==> config.mk <==
export PLATFORM = sky130hd
export DESIGN_NAME = hamming_tx_encoder
export DESIGN_NICKNAME = d
export VERILOG_FILES = /design/src/rtl/hamming_tx_pkg.sv /design/src/rtl/hamming_tx_fifo2.sv /design/src/rtl/hamming_tx_encoder.sv
export SDC_FILE = /design/constraint.sdc
export NUM_CORES = 1
export LEC_CHECK = 0
export BUFFER_PORTS_ARGS = -buffer_cell sky130_fd_sc_hd__buf_4
export CORE_UTILIZATION = 40
export CTS_CLUSTER_DIAMETER = 50
export DETAILED_ROUTE_END_ITERATION = 10
export PLACE_DENSITY = 0.55
export SYNTH_ARGS = -nofsm -noshare
export SYNTH_HDL_FRONTEND = slang
export SYNTH_SLANG_ARGS = --single-unit
==> constraint.sdc <==
create_clock -name clock -period 2.8 [get_ports clock]
set_input_delay 0.14 -clock clock [delete_from_list [all_inputs] [get_ports clock]]
set_output_delay 0.14 -clock clock [all_outputs]
set_load 0.01 [all_outputs]
==> src/rtl/hamming_tx_pkg.sv <==
// hamming_tx_pkg
// Shared types, widths and the Hamming(7,4) encode function for the transmit
// encoder. The encode function is also meant for decoder-side checkers.
//   tx_state_t        : serial framer state
//   CW_W / DATA_W     : codeword and data widths
//   hamming74_encode  : 4-bit data -> 7-bit codeword {d4,d3,d2,p4,d1,p2,p1}
//   inject_mask       : 0 -> no flip, n (1..7) -> one-hot on codeword bit n-1
package hamming_tx_pkg;

  localparam int CW_W   = 7;
  localparam int DATA_W = 4;

  typedef enum logic [1:0] {
    IDLE  = 2'd0,
    START = 2'd1,
    DATA  = 2'd2,
    STOP  = 2'd3
  } tx_state_t;

  function automatic logic [CW_W-1:0] hamming74_encode(input logic [DATA_W-1:0] d);
    logic p1, p2, p4;
    p1 = d[0] ^ d[1] ^ d[3];
    p2 = d[0] ^ d[2] ^ d[3];
    p4 = d[1] ^ d[2] ^ d[3];
    return {d[3], d[2], d[1], p4, d[0], p2, p1};
  endfunction

  function automatic logic [CW_W-1:0] inject_mask(input logic [2:0] sel);
    logic [CW_W-1:0] m;
    if (sel == 3'd0) m = '0;
    else             m = 7'd1 << (sel - 3'd1);
    return m;
  endfunction

endpackage

==> src/rtl/hamming_tx_fifo2.sv <==
// hamming_tx_fifo2
// Two-entry register FIFO, synchronous active-low reset.
//   clock, reset_n : clock / sync reset
//   i_push, i_wdata: write strobe and data (caller must not push when full)
//   i_pop, o_rdata : read strobe and head data (valid when not empty)
//   o_full, o_empty, o_count : occupancy derived from the registered count
module hamming_tx_fifo2 #(
  parameter int W = 7
) (
  input  logic         clock,
  input  logic         reset_n,
  input  logic         i_push,
  input  logic [W-1:0] i_wdata,
  input  logic         i_pop,
  output logic [W-1:0] o_rdata,
  output logic         o_full,
  output logic         o_empty,
  output logic [1:0]   o_count
);

  logic [W-1:0] r_mem [0:1];
  logic         r_wr_ptr;
  logic         r_rd_ptr;
  logic [1:0]   r_count;

  always_ff @(posedge clock) begin
    if (!reset_n) begin
      r_mem[0] <= '0;
      r_mem[1] <= '0;
      r_wr_ptr <= 1'b0;
      r_rd_ptr <= 1'b0;
      r_count  <= 2'd0;
    end else begin
      if (i_push) begin
        r_mem[r_wr_ptr] <= i_wdata;
        r_wr_ptr        <= ~r_wr_ptr;
      end
      if (i_pop) r_rd_ptr <= ~r_rd_ptr;
      case ({i_push, i_pop})
        2'b10:   r_count <= r_count + 2'd1;
        2'b01:   r_count <= r_count - 2'd1;
        default: r_count <= r_count;
      endcase
    end
  end

  assign o_rdata = r_mem[r_rd_ptr];
  assign o_full  = (r_count == 2'd2);
  assign o_empty = (r_count == 2'd0);
  assign o_count = r_count;

endmodule

==> src/rtl/hamming_tx_encoder.sv <==
// hamming_tx_encoder
// Buffers 4-bit words, Hamming(7,4)-encodes them (with optional single-bit
// error injection) and sends each codeword as a start/7 data/stop serial frame.
//   clock, reset_n : clock / sync active-low reset
//   in_valid/in_ready/in_data/in_inject : input handshake, nibble, flip select
//   code_out    : codeword of the current or last frame
//   tx_out      : serial line, idle high, LSB first, DIV clocks per bit
//   tx_busy     : frame in progress
//   frame_count : completed frames, wraps at 256
//
// state | meaning
// IDLE  | line high, waiting for a buffered word
// START | line low for DIV clocks
// DATA  | codeword bits 0..6, DIV clocks each
// STOP  | line high for DIV clocks; chains straight into START if a word waits
module hamming_tx_encoder
  import hamming_tx_pkg::*;
#(
  parameter int DIV = 4
) (
  input  logic              clock,
  input  logic              reset_n,
  input  logic              in_valid,
  output logic              in_ready,
  input  logic [DATA_W-1:0] in_data,
  input  logic [2:0]        in_inject,
  output logic [CW_W-1:0]   code_out,
  output logic              tx_out,
  output logic              tx_busy,
  output logic [7:0]        frame_count
);

  localparam logic [7:0] DIV_M1   = 8'(DIV - 1);
  localparam logic [2:0] LAST_BIT = 3'd6;

  tx_state_t       r_state;
  logic [7:0]      r_div;
  logic [2:0]      r_bit;
  logic [CW_W-1:0] r_shift;
  logic            r_tx;
  logic [CW_W-1:0] r_code;
  logic [7:0]      r_fc;
  logic            r_in_ready;

  tx_state_t       w_state_nxt;
  logic [7:0]      w_div_nxt;
  logic [2:0]      w_bit_nxt;
  logic [CW_W-1:0] w_shift_nxt;
  logic            w_tx_nxt;
  logic            w_pop;
  logic            w_push;
  logic            w_fc_inc;
  logic            w_ready_nxt;
  logic [CW_W-1:0] w_cw;
  logic [DATA_W+2:0] w_rdata;
  logic            w_full;
  logic            w_empty;
  logic [1:0]      w_count;

  assign w_push = in_valid & r_in_ready;

  hamming_tx_fifo2 #(.W(DATA_W + 3)) u_fifo (
    .clock   (clock),
    .reset_n (reset_n),
    .i_push  (w_push),
    .i_wdata ({in_inject, in_data}),
    .i_pop   (w_pop),
    .o_rdata (w_rdata),
    .o_full  (w_full),
    .o_empty (w_empty),
    .o_count (w_count)
  );

  assign w_cw = hamming74_encode(w_rdata[DATA_W-1:0]) ^ inject_mask(w_rdata[DATA_W+2:DATA_W]);

  // Ready is the registered inverse of next-cycle fullness.
  assign w_ready_nxt = !((w_full | ((w_count == 2'd1) & w_push)) & !w_pop);

  always_comb begin
    w_state_nxt = r_state;
    w_div_nxt   = r_div;
    w_bit_nxt   = r_bit;
    w_shift_nxt = r_shift;
    w_tx_nxt    = r_tx;
    w_pop       = 1'b0;
    case (r_state)
      IDLE: begin
        w_tx_nxt = 1'b1;
        if (!w_empty) begin
          w_pop       = 1'b1;
          w_state_nxt = START;
          w_div_nxt   = DIV_M1;
          w_tx_nxt    = 1'b0;
          w_shift_nxt = w_cw;
        end
      end
      START: begin
        if (r_div != 8'd0) begin
          w_div_nxt = r_div - 8'd1;
        end else begin
          w_state_nxt = DATA;
          w_div_nxt   = DIV_M1;
          w_bit_nxt   = 3'd0;
          w_tx_nxt    = r_shift[0];
          w_shift_nxt = {1'b0, r_shift[CW_W-1:1]};
        end
      end
      DATA: begin
        if (r_div != 8'd0) begin
          w_div_nxt = r_div - 8'd1;
        end else if (r_bit == LAST_BIT) begin
          w_state_nxt = STOP;
          w_div_nxt   = DIV_M1;
          w_tx_nxt    = 1'b1;
        end else begin
          w_div_nxt   = DIV_M1;
          w_bit_nxt   = r_bit + 3'd1;
          w_tx_nxt    = r_shift[0];
          w_shift_nxt = {1'b0, r_shift[CW_W-1:1]};
        end
      end
      STOP: begin
        if (r_div != 8'd0) begin
          w_div_nxt = r_div - 8'd1;
        end else if (!w_empty) begin
          w_pop       = 1'b1;
          w_state_nxt = START;
          w_div_nxt   = DIV_M1;
          w_tx_nxt    = 1'b0;
          w_shift_nxt = w_cw;
        end else begin
          w_state_nxt = IDLE;
          w_tx_nxt    = 1'b1;
        end
      end
      default: begin
        w_state_nxt = IDLE;
        w_tx_nxt    = 1'b1;
      end
    endcase
  end

  // The frame is counted on the edge that begins the final stop-bit clock.
  assign w_fc_inc = (w_state_nxt == STOP) && (w_div_nxt == 8'd0);

  always_ff @(posedge clock) begin
    if (!reset_n) begin
      r_state    <= IDLE;
      r_div      <= 8'd0;
      r_bit      <= 3'd0;
      r_shift    <= '0;
      r_tx       <= 1'b1;
      r_code     <= '0;
      r_fc       <= 8'd0;
      r_in_ready <= 1'b1;
    end else begin
      r_state    <= w_state_nxt;
      r_div      <= w_div_nxt;
      r_bit      <= w_bit_nxt;
      r_shift    <= w_shift_nxt;
      r_tx       <= w_tx_nxt;
      r_in_ready <= w_ready_nxt;
      if (w_pop)    r_code <= w_cw;
      if (w_fc_inc) r_fc   <= r_fc + 8'd1;
    end
  end

  assign in_ready    = r_in_ready;
  assign code_out    = r_code;
  assign tx_out      = r_tx;
  assign tx_busy     = (r_state != IDLE);
  assign frame_count = r_fc;

endmodule

Word-level counts from Yosys, hierarchy flattened. Memory sizes are Yosys's and may differ from the RTL's. A register that Yosys moved wholly into a read port is not among the register bits. Index checks and enable logic that the tools add are counted.

Bitwise logic cells: 13. Equality and inequality tests: 13. Shift-type cells: 1. Mux-type cells: 41. Add/subtract/negate cells: 6. Reductions and logical operators: 16.

Operator list (number): $mux 7 (7); $pmux 7 s4 (1); $mux 8 (3); $pmux 8 s3 (1); $mux 1 (16); $eq 2x2->1 const B (5); $mux 2 (5); $mux 3 (3); $add 8x1->8 const B (1); $logic_not 8->1 (1); $ne 2x2->1 const B (4); $pmux 2 s4 (1); $reduce_and 4->1 (2); $reduce_bool 8->1 (1); $sub 8x1->8 const B (1); $reduce_or 7->1 (1); $shl 1x3->7 const A (1); $xor 7x7->7 (1); $eq 2x1->1 const B (3); $pmux 3 s2 (1); $reduce_bool 2->1 (3); $xor 1x1->1 (6); $logic_not 2->1 (2); $pmux 1 s4 (1); 15 further kinds (19).

Register bits after elaboration: 41. Bits of input ports: 10. Memories: 1. Memory bits (writable): 14.

Memories: u_fifo.r_mem (depth 2, width 7, read ports 1, clocked after Yosys merged registers in 1, wr ports 2, line hamming_tx_fifo2.sv:21) `logic [W-1:0] r_mem [0:1];`.

Depth between registers and ports, before layout. Gate-level depths: netlist of the first run.

Depth in word-level cells: 7. Depth in mapped cells: 10. Gate-level depth less buffers: 9.

Modules after synthesis. A second synthesis of the first run with hierarchy kept.

Cells, all modules: 347. Area total of the unflattened synthesis: 3281.9 um^2.

Modules (own cells, without submodules): hamming_tx_encoder (cells each 278, area an instance 2471.1 um^2, times used 1, seq. area each 740.7 um^2); hamming_tx_fifo2 (cells each 69, area an instance 810.8 um^2, times used 1, seq. area each 520.5 um^2).

Worst setup path before layout of the first run. OpenSTA, ideal clock, no wires.

Path type: reg2reg. Start: register r_div[0]. End: register r_fc[4], in the netlist frame_count[4]. Slack: 0.324 ns. Arrival time: 2.357 ns. Library setup time: 0.119 ns. Buffers on the path: 1. Clock period less this slack: 2.476 ns. Required time: 2.681 ns. Stages on the path, launching flop included: 11. Path through: dfxtp_1 > inv_1 > ha_1 > or3b_1 > clkbuf_4 > or4_4 > a21boi_4 > o21ai_2 > nor3_4 > nand4_1 > mux2i_1.

Longest elaborated chain between the ends: 5. Elaborated cells on any way between the ends: 13. Classes of those cells: add/sub (1); eq/ne (1); mux (8); reduce/logical (3).

Ends and longest elaborated chain: start: declaration (line hamming_tx_encoder.sv:37) `logic [7:0] r_div;`; start signal: assignment (line hamming_tx_encoder.sv:158) `r_div <= w_div_nxt;`; $sub 8x1->8 (tied with other cells) (line hamming_tx_encoder.sv:99, hamming_tx_encoder.sv:110, hamming_tx_encoder.sv:124); $mux 8 (tied with other cells) (line hamming_tx_encoder.sv:123) `if (r_div != 8'd0) begin`; $pmux 8 s3 / $pmux 2 s4 (equally long branches) (line hamming_tx_encoder.sv:86) `case (r_state)`; $logic_not 8->1 / $eq 2x2->1 (equally long branches) (line hamming_tx_encoder.sv:144) `assign w_fc_inc = (w_state_nxt == STOP) && (w_div_nxt == 8'd0);`; $logic_and 1x1->1 * (line hamming_tx_encoder.sv:144); end signal: assignment (line hamming_tx_encoder.sv:164) `if (w_fc_inc) r_fc <= r_fc + 8'd1;`; end: declaration (line hamming_tx_encoder.sv:42) `logic [7:0] r_fc;`.

Every way passes the cells marked *; elsewhere a longest branch is shown, timed or not. A chain may end at the register's enable or synchronous reset.

Worst setup path after layout of the first run.
Start: register r_div[0]. End: register r_fc[1], in the netlist frame_count[1].

The elaborated chain is that of the path after synthesis.

==> report_table.html, run 1 <==
<table>
<tr><th>Metric</th><th>Value</th></tr>
<tr><th colspan="2">Worst setup path</th></tr>
<tr><td>Startpoint Class</td><td>flop</td></tr>
<tr><td>Count of buffering cells on the critical path with inverters included</td><td>2</td></tr>
<tr><td>Data required time at the worst endpoint</td><td>3.03 ns</td></tr>
<tr><td>Family with the most delay on the worst path</td><td>simple AND/OR/NAND/NOR gates</td></tr>
<tr><td>CP peak stage delay</td><td>0.52 ns</td></tr>
<tr><td>CP cell instances</td><td>inv_1, ha_1, or3b_4, or4_4, a21boi_4, o21ai_2, nor3_4, buf_4, nand3_1, o21ai_0</td></tr>
<tr><td>Sort of element at the end of the critical path</td><td>flop</td></tr>
<tr><td>Class of the most critical setup path</td><td>reg2reg</td></tr>
<tr><td>Worst EP arrival</td><td>2.85 ns</td></tr>
<tr><td>Largest driver fanout on the critical path</td><td>8</td></tr>
<tr><td>Library cell contributing the largest single delay on the critical path</td><td>or4_4</td></tr>
<tr><th colspan="2">Clock tree</th></tr>
<tr><td>CTS clock-pin slew for the worst setup and hold paths</td><td>0.11 ns</td></tr>
<tr><td>H-tree lvl count</td><td>2</td></tr>
<tr><td>Num Clock Sinks</td><td>56</td></tr>
<tr><td>Root cell of the clock tree</td><td>clkbuf_8</td></tr>
<tr><td>Worst-Skew Late Latency</td><td>0.31 ns</td></tr>
<tr><td>TritonCTS buffer count</td><td>5</td></tr>
<tr><td>CTS tree</td><td>done</td></tr>
<tr><td>Maximum count of clock buffers along a single path</td><td>2</td></tr>
<tr><th colspan="2">Timing</th></tr>
<tr><td>Max-slew violations</td><td>0</td></tr>
<tr><td>Final min period</td><td>2.61 ns</td></tr>
<tr><td>Worst-Margin Slew</td><td>0.607 ns</td></tr>
<tr><td>Worst rel slew slack</td><td>59.2%</td></tr>
<tr><td>Final Cycle Share</td><td>93.3%</td></tr>
<tr><td>Clock skew after layout</td><td>0.0126 ns</td></tr>
<tr><td>Worst Slack Setup Final</td><td>0.187 ns</td></tr>
<tr><td>Count of endpoints failing setup in the final report</td><td>0</td></tr>
<tr><td>Hold Violations, Final</td><td>0</td></tr>
<tr><td>Setup repair after global routing missed its margin</td><td>false</td></tr>
<tr><td>Hold WS</td><td>0.102 ns</td></tr>
<tr><td>Peak clock frequency supported by timing</td><td>383 MHz</td></tr>
<tr><td>Fin Setup TNS</td><td>0 ns</td></tr>
<tr><th colspan="2">Routing</th></tr>
<tr><td>Detailed-routing iteration count for the pre-antenna-repair pass</td><td>4</td></tr>
<tr><td>Number of nets with antenna violations after detailed routing</td><td>0</td></tr>
<tr><td>Number of design rule violations left after detail routing</td><td>0</td></tr>
<tr><td>Per-cell routed wire length</td><td>13.6 um</td></tr>
<tr><td>Violation count after the first detailed-route iteration</td><td>89</td></tr>
<tr><td>Via count</td><td>2385</td></tr>
<tr><td>Wirelength, routed</td><td>6320 um</td></tr>
<tr><td>Vias/cell</td><td>5.13</td></tr>
<tr><th colspan="2">Finish</th></tr>
<tr><td>Number of diodes</td><td>0</td></tr>
<tr><td>Highest-count cells in the layout ignoring fill and taps</td><td>buf_4 (45), dfxtp_1 (42), nor2_1 (38), and2_1 (20), mux2i_1 (19)</td></tr>
<tr><td>Share of final-layout standard cells stronger than drive strength 1</td><td>19.1%</td></tr>
<tr><td>Most frequent standard cell in the layout excluding fill and tap cells</td><td>buf_4</td></tr>
<tr><td>Fin nets</td><td>390</td></tr>
<tr><td>Final Cell Area</td><td>3580 um^2</td></tr>
<tr><td>Final core utilization</td><td>48.5%</td></tr>
<tr><td>Synthesis-to-finish area growth</td><td>16.0%</td></tr>
<tr><td>Cell Count, Final, Fillers Out</td><td>465</td></tr>
<tr><th colspan="2">Global routing</th></tr>
<tr><td>Global-route wire length before repair</td><td>10700 um</td></tr>
<tr><td>GR Util All Layers</td><td>16.1%</td></tr>
<tr><td>Vias in the first global route</td><td>2235</td></tr>
<tr><td>Remaining global-route overflow</td><td>0</td></tr>
<tr><td>Pin count of the biggest net entering global routing</td><td>33</td></tr>
<tr><td>Number of antenna violations at the first check in global routing</td><td>0</td></tr>
<tr><th colspan="2">Floorplanning</th></tr>
<tr><td>X dimension of the die</td><td>89.8 um</td></tr>
<tr><td>Die outline area</td><td>8060 um^2</td></tr>
<tr><td>Number of primary I/O pins</td><td>28</td></tr>
<tr><td>Chip Height</td><td>89.8 um</td></tr>
<tr><td>Starting Density</td><td>41.8%</td></tr>
<tr><td>Number of core rows</td><td>31</td></tr>
<tr><td>Core Region</td><td>7370 um^2</td></tr>
<tr><th colspan="2">Yosys</th></tr>
<tr><td>Top post-synthesis cells by area</td><td>dfxtp_1 (27%), edfxtp_1 (14%), mux2i_1 (6.2%)</td></tr>
<tr><td>Fraction of registers with async set/reset</td><td>0%</td></tr>
<tr><td>Syn nets</td><td>352</td></tr>
<tr><td>Mean Syn Cell Area</td><td>9.43 um^2</td></tr>
<tr><td>Number of synthesized flops with an enable pin</td><td>14</td></tr>
<tr><td>Most used flip-flop cell after synthesis</td><td>dfxtp_1</td></tr>
<tr><td>Cells after Synth</td><td>327</td></tr>
<tr><td>Fraction of the yosys area taken by sequential cells</td><td>40.9%</td></tr>
<tr><td>Synth warnings</td><td>0</td></tr>
<tr><td>Count of state elements after synthesis</td><td>56</td></tr>
<tr><td>Area leader, netlist</td><td>dfxtp_1</td></tr>
<tr><td>Synth Cell Area</td><td>3080 um^2</td></tr>
<tr><td>Number of distinct library cells after synthesis</td><td>56</td></tr>
<tr><td>Share of the synthesized area in the top cell type</td><td>27.3%</td></tr>
<tr><th colspan="2">Pwr</th></tr>
<tr><td>Total Power Consumption</td><td>3.10 mW</td></tr>
<tr><td>Power per unit of standard cell area</td><td>865 nW/um^2</td></tr>
<tr><td>Worst IR Drop VDD</td><td>0.000295 V</td></tr>
<tr><td>Leakage power figure</td><td>1.44 nW</td></tr>
<tr><th colspan="2">Placement</th></tr>
<tr><td>Placed instance area</td><td>3440 um^2</td></tr>
<tr><td>Placed cells</td><td>454</td></tr>
<tr><td>Number of buffer cells added on primary ports</td><td>27</td></tr>
<tr><td>Placed wire-length estimate</td><td>4580 um</td></tr>
<tr><td>Routability cong.</td><td>0.811</td></tr>
<tr><td>Post-Place Worst Slack</td><td>0.0736 ns</td></tr>
<tr><th colspan="2">Hold path</th></tr>
<tr><td>Worst hold-check path type</td><td>in2reg</td></tr>
<tr><th colspan="2">Run status</th></tr>
<tr><td>Run status</td><td>complete, no violations</td></tr>
<tr><th colspan="2">Flow run</th></tr>
<tr><td>Max-capacitance violation count</td><td>0</td></tr>
</table>
==> worst reg2reg max path: cells and delay by family, from the launching register on <==
| kind | cells | cell delay (ns) |
|---|---|---|
| DFF | 1 | 0.36 |
| AOI/OAI and AO/OA | 3 | 0.35 |
| and+or+nand+nor | 4 | 1.37 |
| adders and majority gates | 1 | 0.19 |
| buffers and inverters | 2 | 0.26 |
==> sequential cells by signal, summed over array words and instances, names as in the netlist, 2 cells and up, named ones only <==
signal	count
code_out	7
frame_count	8
r_bit	3
r_div	8
r_shift	7
r_state	2
u_fifo.o_count	2
u_fifo.r_mem	14
==> cell usage after synthesis (all sizes together) (2+ instances only) <==
| cell type | instances |
|---|---|
| mux2 | 3 |
| and4 | 2 |
| nand4b | 3 |
| a211oi | 6 |
| or4 | 3 |
| inv | 13 |
| and3 | 2 |
| xnor2 | 11 |
| a31oi | 3 |
| o2111ai | 2 |
| nand2b | 4 |
| nand2 | 17 |
| nand3b | 3 |
| nor2b | 3 |
| o211ai | 2 |
| a21oi | 13 |
| edfxtp | 14 |
| nor4 | 9 |
| and2 | 20 |
| nor2 | 38 |
| nor3 | 8 |
| o31ai | 2 |
| mux2i | 19 |
| xor2 | 7 |
| o21ai | 15 |
| nand4 | 5 |
| clkbuf | 9 |
| ha | 15 |
| nand3 | 10 |
| dfxtp | 42 |
| o311ai | 2 |
| a22oi | 2 |
| or3b | 3 |
| buf | 4 |
==> timing repair <==
action	4_1_cts	5_1_grt
resized for setup	0	4
setup buffers	0	3
setup endpoints to repair	0	8
hold buffers	0	0
==> where the power goes <==
part	switching, mW	internal, mW	leakage, nW
Clock	0.269	0.204	0.0484
Sequential	0.104	0.983	0.491
Combinational	0.850	0.685	0.897
Total	1.22	1.87	1.44
==> cell families after synthesis <==
| group | Yosys count | share of synthesized area (%) |
|---|---|---|
| simple gates | 133 | 23.6 |
| compound gates | 56 | 12.7 |
| flops | 56 | 40.9 |
| buf+inv | 27 | 4.30 |
| mux | 22 | 7.26 |
| xor+xnor | 18 | 5.11 |
| fa+ha+maj | 15 | 6.09 |
==> area by class of cell <==
class / instances / area, um^2
timing repair buffer: 45 / 338
sequential: 56 / 1260
fill: 727 / 3790
clock buffer: 7 / 86.3
tap: 99 / 124
inverter: 13 / 48.8
clock inverter: 1 / 8.76
multi-input combinational: 244 / 1710
==> metal layers <==
metal  GRT usage [%]  part of all wire, %
met5               0                    0
met4            4.78                  1.1
met3            2.79                  2.9
met2            24.0                   42
met1            23.5                   54
==> worst paths after layout <==
kind / start / endpoint / slack (ns) / depth (start not counted)
setup / recovery: r_div[0]$_SDFF_PN0_ / frame_count[1]$_SDFFE_PN0P_ / 0.19 / 10
setup reg to reg: r_div[0]$_SDFF_PN0_ / frame_count[1]$_SDFFE_PN0P_ / 0.19 / 10
hold / removal: in_inject[2] / u_fifo.r_mem[0][6]$_SDFFCE_PN0P_ / 0.10 / 2
hold reg to reg: r_shift[0]$_SDFFE_PN0P_ / r_shift[0]$_SDFFE_PN0P_ / 0.48 / 2
No activity file was read; power rests on OpenSTA's default activity.
==> inputs of run 2 (changes only) <==
Settings changed: MAX_ROUTING_LAYER from default to met4, SKIP_LAST_GASP from default to 1.
==> run 2 against run 1 <==
  * Clock-buffer cell count did not move
  * Critical path depth down 1
  * Setup slack got worse by 0.012 ns
  * Largest power group unchanged
  * Final area stayed put
  * Fmax down 0.45%
  * Register-to-register slack barely moved
==> report_table.html, run 2 (synthesis gave the netlist of run 1 again) <==
<table>
<tr><th>Metric</th><th>Value</th></tr>
<tr><th colspan="2">Clock tree</th></tr>
<tr><td>Num Clock Sinks</td><td>56 (unchanged)</td></tr>
<tr><td>H-tree lvl count</td><td>2 (unchanged)</td></tr>
<tr><td>CTS clock-pin slew for the worst setup and hold paths</td><td>0.11 ns (about the same)</td></tr>
<tr><td>CTS tree</td><td>done</td></tr>
<tr><td>Worst-Skew Late Latency</td><td>0.31 ns (about the same)</td></tr>
<tr><td>Root cell of the clock tree</td><td>clkbuf_8</td></tr>
<tr><td>Maximum count of clock buffers along a single path</td><td>2 (unchanged)</td></tr>
<tr><td>TritonCTS buffer count</td><td>5 (unchanged)</td></tr>
<tr><th colspan="2">Timing</th></tr>
<tr><td>Worst-Margin Slew</td><td>0.607 ns (+0.0000979 ns)</td></tr>
<tr><td>Hold WS</td><td>0.104 ns (+0.00141 ns)</td></tr>
<tr><td>Hold Violations, Final</td><td>0 (unchanged)</td></tr>
<tr><td>Clock skew after layout</td><td>0.0130 ns (+0.000436 ns)</td></tr>
<tr><td>Max-slew violations</td><td>0 (unchanged)</td></tr>
<tr><td>Worst rel slew slack</td><td>59.2% (about the same)</td></tr>
<tr><td>Peak clock frequency supported by timing</td><td>381 MHz (-0.45%)</td></tr>
<tr><td>Count of endpoints failing setup in the final report</td><td>0 (unchanged)</td></tr>
<tr><td>Fin Setup TNS</td><td>0 ns (unchanged)</td></tr>
<tr><td>Final min period</td><td>2.62 ns (+0.0119 ns)</td></tr>
<tr><td>Final Cycle Share</td><td>93.7% (+0.42 points)</td></tr>
<tr><th colspan="2">Run status</th></tr>
<tr><td>Run status</td><td>complete, no violations</td></tr>
<tr><th colspan="2">Worst setup path</th></tr>
<tr><td>Largest driver fanout on the critical path</td><td>8 (unchanged)</td></tr>
<tr><td>Worst EP arrival</td><td>2.83 ns (-0.02 ns)</td></tr>
<tr><td>Library cell contributing the largest single delay on the critical path</td><td>or4_4</td></tr>
<tr><td>Startpoint Class</td><td>flop</td></tr>
<tr><td>Reg-to-Reg Start</td><td>r_div[0]$_SDFF_PN0_</td></tr>
<tr><td>Data required time at the worst endpoint</td><td>3.01 ns (-0.02 ns)</td></tr>
<tr><td>Launch point of the worst path</td><td>r_div[0]$_SDFF_PN0_</td></tr>
<tr><td>Sort of element at the end of the critical path</td><td>flop</td></tr>
<tr><td>Count of buffering cells on the critical path with inverters included</td><td>1 (-1)</td></tr>
<tr><td>Family with the most delay on the worst path</td><td>simple AND/OR/NAND/NOR gates</td></tr>
<tr><td>Class of the most critical setup path</td><td>reg2reg</td></tr>
<tr><td>CP peak stage delay</td><td>0.52 ns (about the same)</td></tr>
<tr><td>CP cell instances</td><td>inv_1, ha_1, or3b_4, or4_4, a21boi_4, o21ai_2, nor3_4, a21oi_1, a31o_1</td></tr>
<tr><th colspan="2">Finish</th></tr>
<tr><td>Most flop-heavy register</td><td>u_fifo.r_mem</td></tr>
<tr><td>Final core utilization</td><td>48.5% (unchanged)</td></tr>
<tr><td>Synthesis-to-finish area growth</td><td>16.0% (unchanged)</td></tr>
<tr><td>Cell Count, Final, Fillers Out</td><td>465 (unchanged)</td></tr>
<tr><td>Highest-count cells in the layout ignoring fill and taps</td><td>buf_4 (45), dfxtp_1 (42), nor2_1 (38), and2_1 (20), mux2i_1 (19)</td></tr>
<tr><td>Fin nets</td><td>390 (unchanged)</td></tr>
<tr><td>Share of final-layout standard cells stronger than drive strength 1</td><td>19.1% (unchanged)</td></tr>
<tr><td>Number of diodes</td><td>0 (unchanged)</td></tr>
<tr><td>Number of flip-flops in the largest register</td><td>14 (unchanged)</td></tr>
<tr><td>Most frequent standard cell in the layout excluding fill and tap cells</td><td>buf_4</td></tr>
<tr><th colspan="2">Routing</th></tr>
<tr><td>Vias/cell</td><td>5.19 (+1.2%)</td></tr>
<tr><td>Number of nets with antenna violations after detailed routing</td><td>0 (unchanged)</td></tr>
<tr><td>Detailed-routing iteration count for the pre-antenna-repair pass</td><td>4 (unchanged)</td></tr>
<tr><td>Number of design rule violations left after detail routing</td><td>0 (unchanged)</td></tr>
<tr><td>Wirelength, routed</td><td>6330 um (+0.11%)</td></tr>
<tr><td>Violation count after the first detailed-route iteration</td><td>96 (+7.9%)</td></tr>
<tr><td>Per-cell routed wire length</td><td>13.6 um (+0.11%)</td></tr>
<tr><td>Via count</td><td>2414 (+1.2%)</td></tr>
<tr><th colspan="2">Hold path</th></tr>
<tr><td>Hold_sp</td><td>in_inject[2]</td></tr>
<tr><td>Worst hold-check path type</td><td>in2reg</td></tr>
<tr><th colspan="2">Floorplanning</th></tr>
<tr><td>Number of primary I/O pins</td><td>28 (unchanged)</td></tr>
<tr><td>Die outline area</td><td>8060 um^2 (unchanged)</td></tr>
<tr><td>Core Region</td><td>7370 um^2 (unchanged)</td></tr>
<tr><td>Number of core rows</td><td>31 (unchanged)</td></tr>
<tr><td>X dimension of the die</td><td>89.8 um (unchanged)</td></tr>
<tr><td>Starting Density</td><td>41.8% (unchanged)</td></tr>
<tr><td>Chip Height</td><td>89.8 um (unchanged)</td></tr>
<tr><th colspan="2">Global routing</th></tr>
<tr><td>Global-route wire length before repair</td><td>10700 um (about the same)</td></tr>
<tr><td>GR Util All Layers</td><td>16.5% (+0.47 points)</td></tr>
<tr><td>Pin count of the biggest net entering global routing</td><td>33 (unchanged)</td></tr>
<tr><td>Number of antenna violations at the first check in global routing</td><td>0 (unchanged)</td></tr>
<tr><td>Vias in the first global route</td><td>2239 (+0.18%)</td></tr>
<tr><td>Remaining global-route overflow</td><td>0 (unchanged)</td></tr>
<tr><th colspan="2">Placement</th></tr>
<tr><td>Number of buffer cells added on primary ports</td><td>27 (unchanged)</td></tr>
<tr><td>Placed cells</td><td>454 (unchanged)</td></tr>
<tr><td>Routability cong.</td><td>0.823 (+1.5%)</td></tr>
<tr><td>Placed wire-length estimate</td><td>4580 um (unchanged)</td></tr>
<tr><th colspan="2">Pwr</th></tr>
<tr><td>Power per unit of standard cell area</td><td>865 nW/um^2 (about the same)</td></tr>
<tr><td>Leakage power figure</td><td>1.44 nW (unchanged)</td></tr>
<tr><td>Worst IR Drop VDD</td><td>0.000296 V (+0.11%)</td></tr>
<tr><th colspan="2">Flow run</th></tr>
<tr><td>Max-capacitance violation count</td><td>0 (unchanged)</td></tr>
</table>
[run 2: cell counts in the layout (fill, tap and decap cells not counted)]
Identical to the previous run, type by type.
[run 2: path summary, 6_finish.rpt]
| path | to | slack (ns) | depth (start not counted) |
|---|---|---|---|
| worst max-delay path | frame_count[2]$_SDFFE_PN0P_ | 0.18 | 9 |
| worst min-delay path | u_fifo.r_mem[0][6]$_SDFFCE_PN0P_ | 0.10 | 2 |
| worst max register to register | frame_count[2]$_SDFFE_PN0P_ | 0.18 | 9 |
| worst min register to register | r_shift[0]$_SDFFE_PN0P_ | 0.48 | 2 |
[run 2: power by group]
group / total, mW / internal (mW) / switching, mW / leakage (nW)
sequential: 1.09 / 0.983 / 0.104 / 0.491
combinational: 1.53 / 0.685 / 0.850 / 0.897
clock: 0.472 / 0.204 / 0.269 / 0.0484
[run 2: layout make-up]
cell class	count	area [um^2]
clock buffer	7	86.3
clock inverter	1	8.76
fill	727	3790
inverter	13	48.8
multi-input combinational	244	1710
sequential	56	1260
tap	99	124
timing repair buffer	45	338
[run 2: layer usage]
| layer | vias to the layer above | routed length [um] | GRT usage [%] |
|---|---|---|---|
| met5 | - | 0 | - |
| met4 | 0 | 50 | 4.78 |
| met3 | 4 | 207 | 2.71 |
| met2 | 42 | 2720 | 24.0 |
| met1 | 1122 | 3350 | 23.5 |
| li1 | 1246 | - | - |
[run 2: through the flow]
stage | total power, mW | worst slack (ns) | area, um^2
2_1_floorplan | 2.23 | 0.324 | 3080
3_3_place_gp | 2.62 | 0.161 | 3440
3_5_place_dp | 2.62 | 0.0736 | 3440
4_1_cts | 3.10 | 0.0202 | 3540
5_1_grt | 3.35 | -0.00308 | 3580
6_report | 3.09 | 0.175 | 3580
[run 2: what timing repair did]
item,in CTS,in global routing
buffers inserted,0,3
hold buffers,0,0
endpoints found under the setup margin,0,8
gates resized for setup,0,4
[run 2: worst reg2reg max path: stages (launching register included)]
cell,delay (ns)
dfxtp_1,0.36
inv_1,0.09
ha_1,0.19
or3b_4,0.45
or4_4,0.52
a21boi_4,0.15
o21ai_2,0.12
nor3_4,0.35
a21oi_1,0.11
a31o_1,0.18
==> inputs of run 3 (changes only) <==
Settings changed: REMOVE_ABC_BUFFERS from default to 1.
==> run 3 against run 2 <==
  * Worst hold slack gained 0.012 ns
  * Sequential share of layout area fell by 0.41 points
  * Core utilization grew 0.58 points
  * Fmax grew 0.78%
  * Register-to-register slack improved by 0.02 ns
  * Highest routed layer unchanged
==> report_table.html, run 3 (synthesis gave the netlist of run 1 again) <==
<table>
<tr><th>Metric</th><th>Value</th></tr>
<tr><th colspan="2">Timing</th></tr>
<tr><td>Clock skew after layout</td><td>0.00917 ns (-0.00384 ns)</td></tr>
<tr><td>Fin Setup TNS</td><td>0 ns (unchanged)</td></tr>
<tr><td>Hold Violations, Final</td><td>0 (unchanged)</td></tr>
<tr><td>Max-slew violations</td><td>0 (unchanged)</td></tr>
<tr><td>Final Cycle Share</td><td>93.0% (-0.72 points)</td></tr>
<tr><td>Peak clock frequency supported by timing</td><td>384 MHz (+0.78%)</td></tr>
<tr><td>Worst-Margin Slew</td><td>0.604 ns (-0.00315 ns)</td></tr>
<tr><td>Worst rel slew slack</td><td>59.4% (+0.21 points)</td></tr>
<tr><td>Count of endpoints failing setup in the final report</td><td>0 (unchanged)</td></tr>
<tr><td>Final min period</td><td>2.60 ns (-0.0202 ns)</td></tr>
<tr><td>Setup repair after global routing missed its margin</td><td>false</td></tr>
<tr><th colspan="2">Run status</th></tr>
<tr><td>Run status</td><td>complete, no violations</td></tr>
<tr><th colspan="2">Worst setup path</th></tr>
<tr><td>CP peak stage delay</td><td>0.52 ns (about the same)</td></tr>
<tr><td>CP cell instances</td><td>inv_1, ha_1, or3b_1, or4_4, a21boi_4, o21ai_2, nor3_4, a21oi_1, a31o_1</td></tr>
<tr><td>Class of the most critical setup path</td><td>reg2reg</td></tr>
<tr><td>Internal reg-to-reg setup slack</td><td>0.20 ns (+0.02 ns)</td></tr>
<tr><td>Data required time at the worst endpoint</td><td>3.01 ns (about the same)</td></tr>
<tr><td>Library cell contributing the largest single delay on the critical path</td><td>or4_4</td></tr>
<tr><td>Largest driver fanout on the critical path</td><td>6 (-2)</td></tr>
<tr><td>Reg-to-Reg Start</td><td>r_div[0]$_SDFF_PN0_</td></tr>
<tr><td>Worst EP arrival</td><td>2.81 ns (-0.02 ns)</td></tr>
<tr><td>Sort of element at the end of the critical path</td><td>flop</td></tr>
<tr><td>Startpoint Class</td><td>flop</td></tr>
<tr><td>Cell depth of the worst flop-to-flop path</td><td>9 (unchanged)</td></tr>
<tr><td>Worst R2R End</td><td>frame_count[2]$_SDFFE_PN0P_</td></tr>
<tr><th colspan="2">Floorplanning</th></tr>
<tr><td>X dimension of the die</td><td>89.8 um (unchanged)</td></tr>
<tr><td>Number of primary I/O pins</td><td>28 (unchanged)</td></tr>
<tr><td>Chip Height</td><td>89.8 um (unchanged)</td></tr>
<tr><td>Die outline area</td><td>8060 um^2 (unchanged)</td></tr>
<tr><td>Starting Density</td><td>41.8% (unchanged)</td></tr>
<tr><td>Number of core rows</td><td>31 (unchanged)</td></tr>
<tr><td>Core Region</td><td>7370 um^2 (unchanged)</td></tr>
<tr><th colspan="2">Finish</th></tr>
<tr><td>Fin nets</td><td>398 (+2.1%)</td></tr>
<tr><td>Synthesis-to-finish area growth</td><td>17.4%</td></tr>
<tr><td>Highest-count cells in the layout ignoring fill and taps</td><td>buf_4 (53), dfxtp_1 (42), nor2_1 (38), and2_1 (20), mux2i_1 (19)</td></tr>
<tr><td>Share of final-layout standard cells stronger than drive strength 1</td><td>20.1% (+0.93 points)</td></tr>
<tr><td>Number of diodes</td><td>0 (unchanged)</td></tr>
<tr><td>Final Cell Area</td><td>3620 um^2 (+1.2%)</td></tr>
<tr><td>Most flop-heavy register</td><td>u_fifo.r_mem</td></tr>
<tr><td>Most frequent standard cell in the layout excluding fill and tap cells</td><td>buf_4</td></tr>
<tr><td>Number of flip-flops in the largest register</td><td>14 (unchanged)</td></tr>
<tr><th colspan="2">Hold path</th></tr>
<tr><td>Hold Path Stages</td><td>2 (unchanged)</td></tr>
<tr><td>Hold_sp</td><td>in_data[3]</td></tr>
<tr><td>Worst hold-check path type</td><td>in2reg</td></tr>
<tr><td>Hold EP</td><td>u_fifo.r_mem[1][3]$_SDFFCE_PN0P_</td></tr>
<tr><th colspan="2">Clock tree</th></tr>
<tr><td>Maximum count of clock buffers along a single path</td><td>2 (unchanged)</td></tr>
<tr><td>CTS tree</td><td>done</td></tr>
<tr><td>CTS hold repair buffers</td><td>0 (unchanged)</td></tr>
<tr><td>CTS clock-pin slew for the worst setup and hold paths</td><td>0.10 ns (about the same)</td></tr>
<tr><td>TritonCTS buffer count</td><td>5 (unchanged)</td></tr>
<tr><td>H-tree lvl count</td><td>2 (unchanged)</td></tr>
<tr><td>Worst-Skew Late Latency</td><td>0.30 ns (about the same)</td></tr>
<tr><td>Num Clock Sinks</td><td>56 (unchanged)</td></tr>
<tr><td>Root cell of the clock tree</td><td>clkbuf_8</td></tr>
<tr><th colspan="2">Routing</th></tr>
<tr><td>Detailed-routing iteration count for the pre-antenna-repair pass</td><td>4 (unchanged)</td></tr>
<tr><td>Vias/cell</td><td>5.23 (+0.75%)</td></tr>
<tr><td>Number of nets with antenna violations after detailed routing</td><td>0 (unchanged)</td></tr>
<tr><td>Via count</td><td>2474 (+2.5%)</td></tr>
<tr><td>Per-cell routed wire length</td><td>13.3 um (-2.4%)</td></tr>
<tr><td>Violation count after the first detailed-route iteration</td><td>86 (-10%)</td></tr>
<tr><td>Number of design rule violations left after detail routing</td><td>0 (unchanged)</td></tr>
<tr><td>Wirelength, routed</td><td>6290 um (-0.68%)</td></tr>
<tr><th colspan="2">Global routing</th></tr>
<tr><td>GR Util All Layers</td><td>16.6% (+0.031 points)</td></tr>
<tr><td>Pin count of the biggest net entering global routing</td><td>23 (-30%)</td></tr>
<tr><td>Number of antenna violations at the first check in global routing</td><td>0 (unchanged)</td></tr>
<tr><td>Vias in the first global route</td><td>2295 (+2.5%)</td></tr>
<tr><td>Remaining global-route overflow</td><td>0 (unchanged)</td></tr>
<tr><td>Global-route wire length before repair</td><td>10700 um (-0.64%)</td></tr>
<tr><th colspan="2">Pwr</th></tr>
<tr><td>Power per unit of standard cell area</td><td>862 nW/um^2 (-0.36%)</td></tr>
<tr><td>Worst IR Drop VDD</td><td>0.000317 V (+7.3%)</td></tr>
<tr><td>Total Power Consumption</td><td>3.12 mW (+0.83%)</td></tr>
<tr><td>Leakage power figure</td><td>1.48 nW (+2.8%)</td></tr>
<tr><th colspan="2">Placement</th></tr>
<tr><td>Routability cong.</td><td>0.830 (+0.81%)</td></tr>
<tr><td>Placed wire-length estimate</td><td>4810 um (+5.1%)</td></tr>
<tr><td>Placed instance area</td><td>3520 um^2 (+2.2%)</td></tr>
<tr><td>Number of buffer cells added on primary ports</td><td>27 (unchanged)</td></tr>
<tr><th colspan="2">Flow run</th></tr>
<tr><td>Max-capacitance violation count</td><td>0 (unchanged)</td></tr>
</table>
[run 3: cell count changes in the layout (fill, tap and decap cells not counted), sizes merged]
cell and change:
clkinvlp +1, clkinv -1, buf +8
[run 3: worst max-delay path by stage]
stage | slack (ns) | endpoint | startpoint | cells after the start
floorplan | -0.29 | u_fifo.o_count[0]$_SDFFE_PN0P_ | r_div[0]$_SDFF_PN0_ | 8
global placement | 0.24 | frame_count[4]$_SDFFE_PN0P_ | r_state[0]$_SDFF_PN0_ | 10
detailed placement | 0.16 | frame_count[4]$_SDFFE_PN0P_ | r_div[0]$_SDFF_PN0_ | 10
CTS | 0.15 | frame_count[4]$_SDFFE_PN0P_ | r_div[0]$_SDFF_PN0_ | 10
global route | 0.004 | frame_count[4]$_SDFFE_PN0P_ | r_state[0]$_SDFF_PN0_ | 10
finish | 0.20 | frame_count[2]$_SDFFE_PN0P_ | r_div[0]$_SDFF_PN0_ | 9
[run 3: area by class of cell]
class / count / area (um^2)
fill: 734 / 3750
multi-input combinational: 244 / 1690
sequential: 56 / 1260
timing repair buffer: 53 / 398
tap: 99 / 124
clock buffer: 7 / 86.3
inverter: 13 / 48.8
clock inverter: 1 / 7.51
[run 3: power breakdown]
| part | internal (mW) | total [mW] | leakage, nW | switching (mW) |
|---|---|---|---|---|
| logic | 0.722 | 1.58 | 0.941 | 0.862 |
| registers | 0.984 | 1.08 | 0.491 | 0.0988 |
| clock network | 0.202 | 0.453 | 0.0445 | 0.251 |
| total | 1.91 | 3.12 | 1.48 | 1.21 |
[run 3: metal layers]
layer | GRT usage (%) | routed length, um | up-vias
li1 | - | - | 1262
met1 | 20.4 | 2940 | 1169
met2 | 27.6 | 3080 | 39
met3 | 3.21 | 205 | 4
met4 | 4.64 | 53 | 0
met5 | - | 0 | -
[run 3: repair_timing]
action	4_1_cts	5_1_grt
endpoints found under the setup margin	0	6
setup buffers	0	1
resized for setup	0	1
[run 3: metrics by stage]
stage          utilization, %  worst slack (ns)  cells  hold slack [ns]
2_1_floorplan               -            -0.289    313            0.216
3_3_place_gp             47.7             0.240    464            0.423
3_5_place_dp             47.7             0.156    464            0.428
4_1_cts                  49.0             0.150    472            0.105
5_1_grt                  49.1           0.00400    473            0.105
6_report                 49.1             0.196    473            0.116
[run 3: worst max-delay path: cells and delay by family, from the launching register on]
kind,cells,cell delay [ns]
buffers and inverters,1,0.09
adders and majority gates,1,0.19
AOI/OAI and AO/OA,4,0.58
and+or+nand+nor,3,1.29
DFF,1,0.36
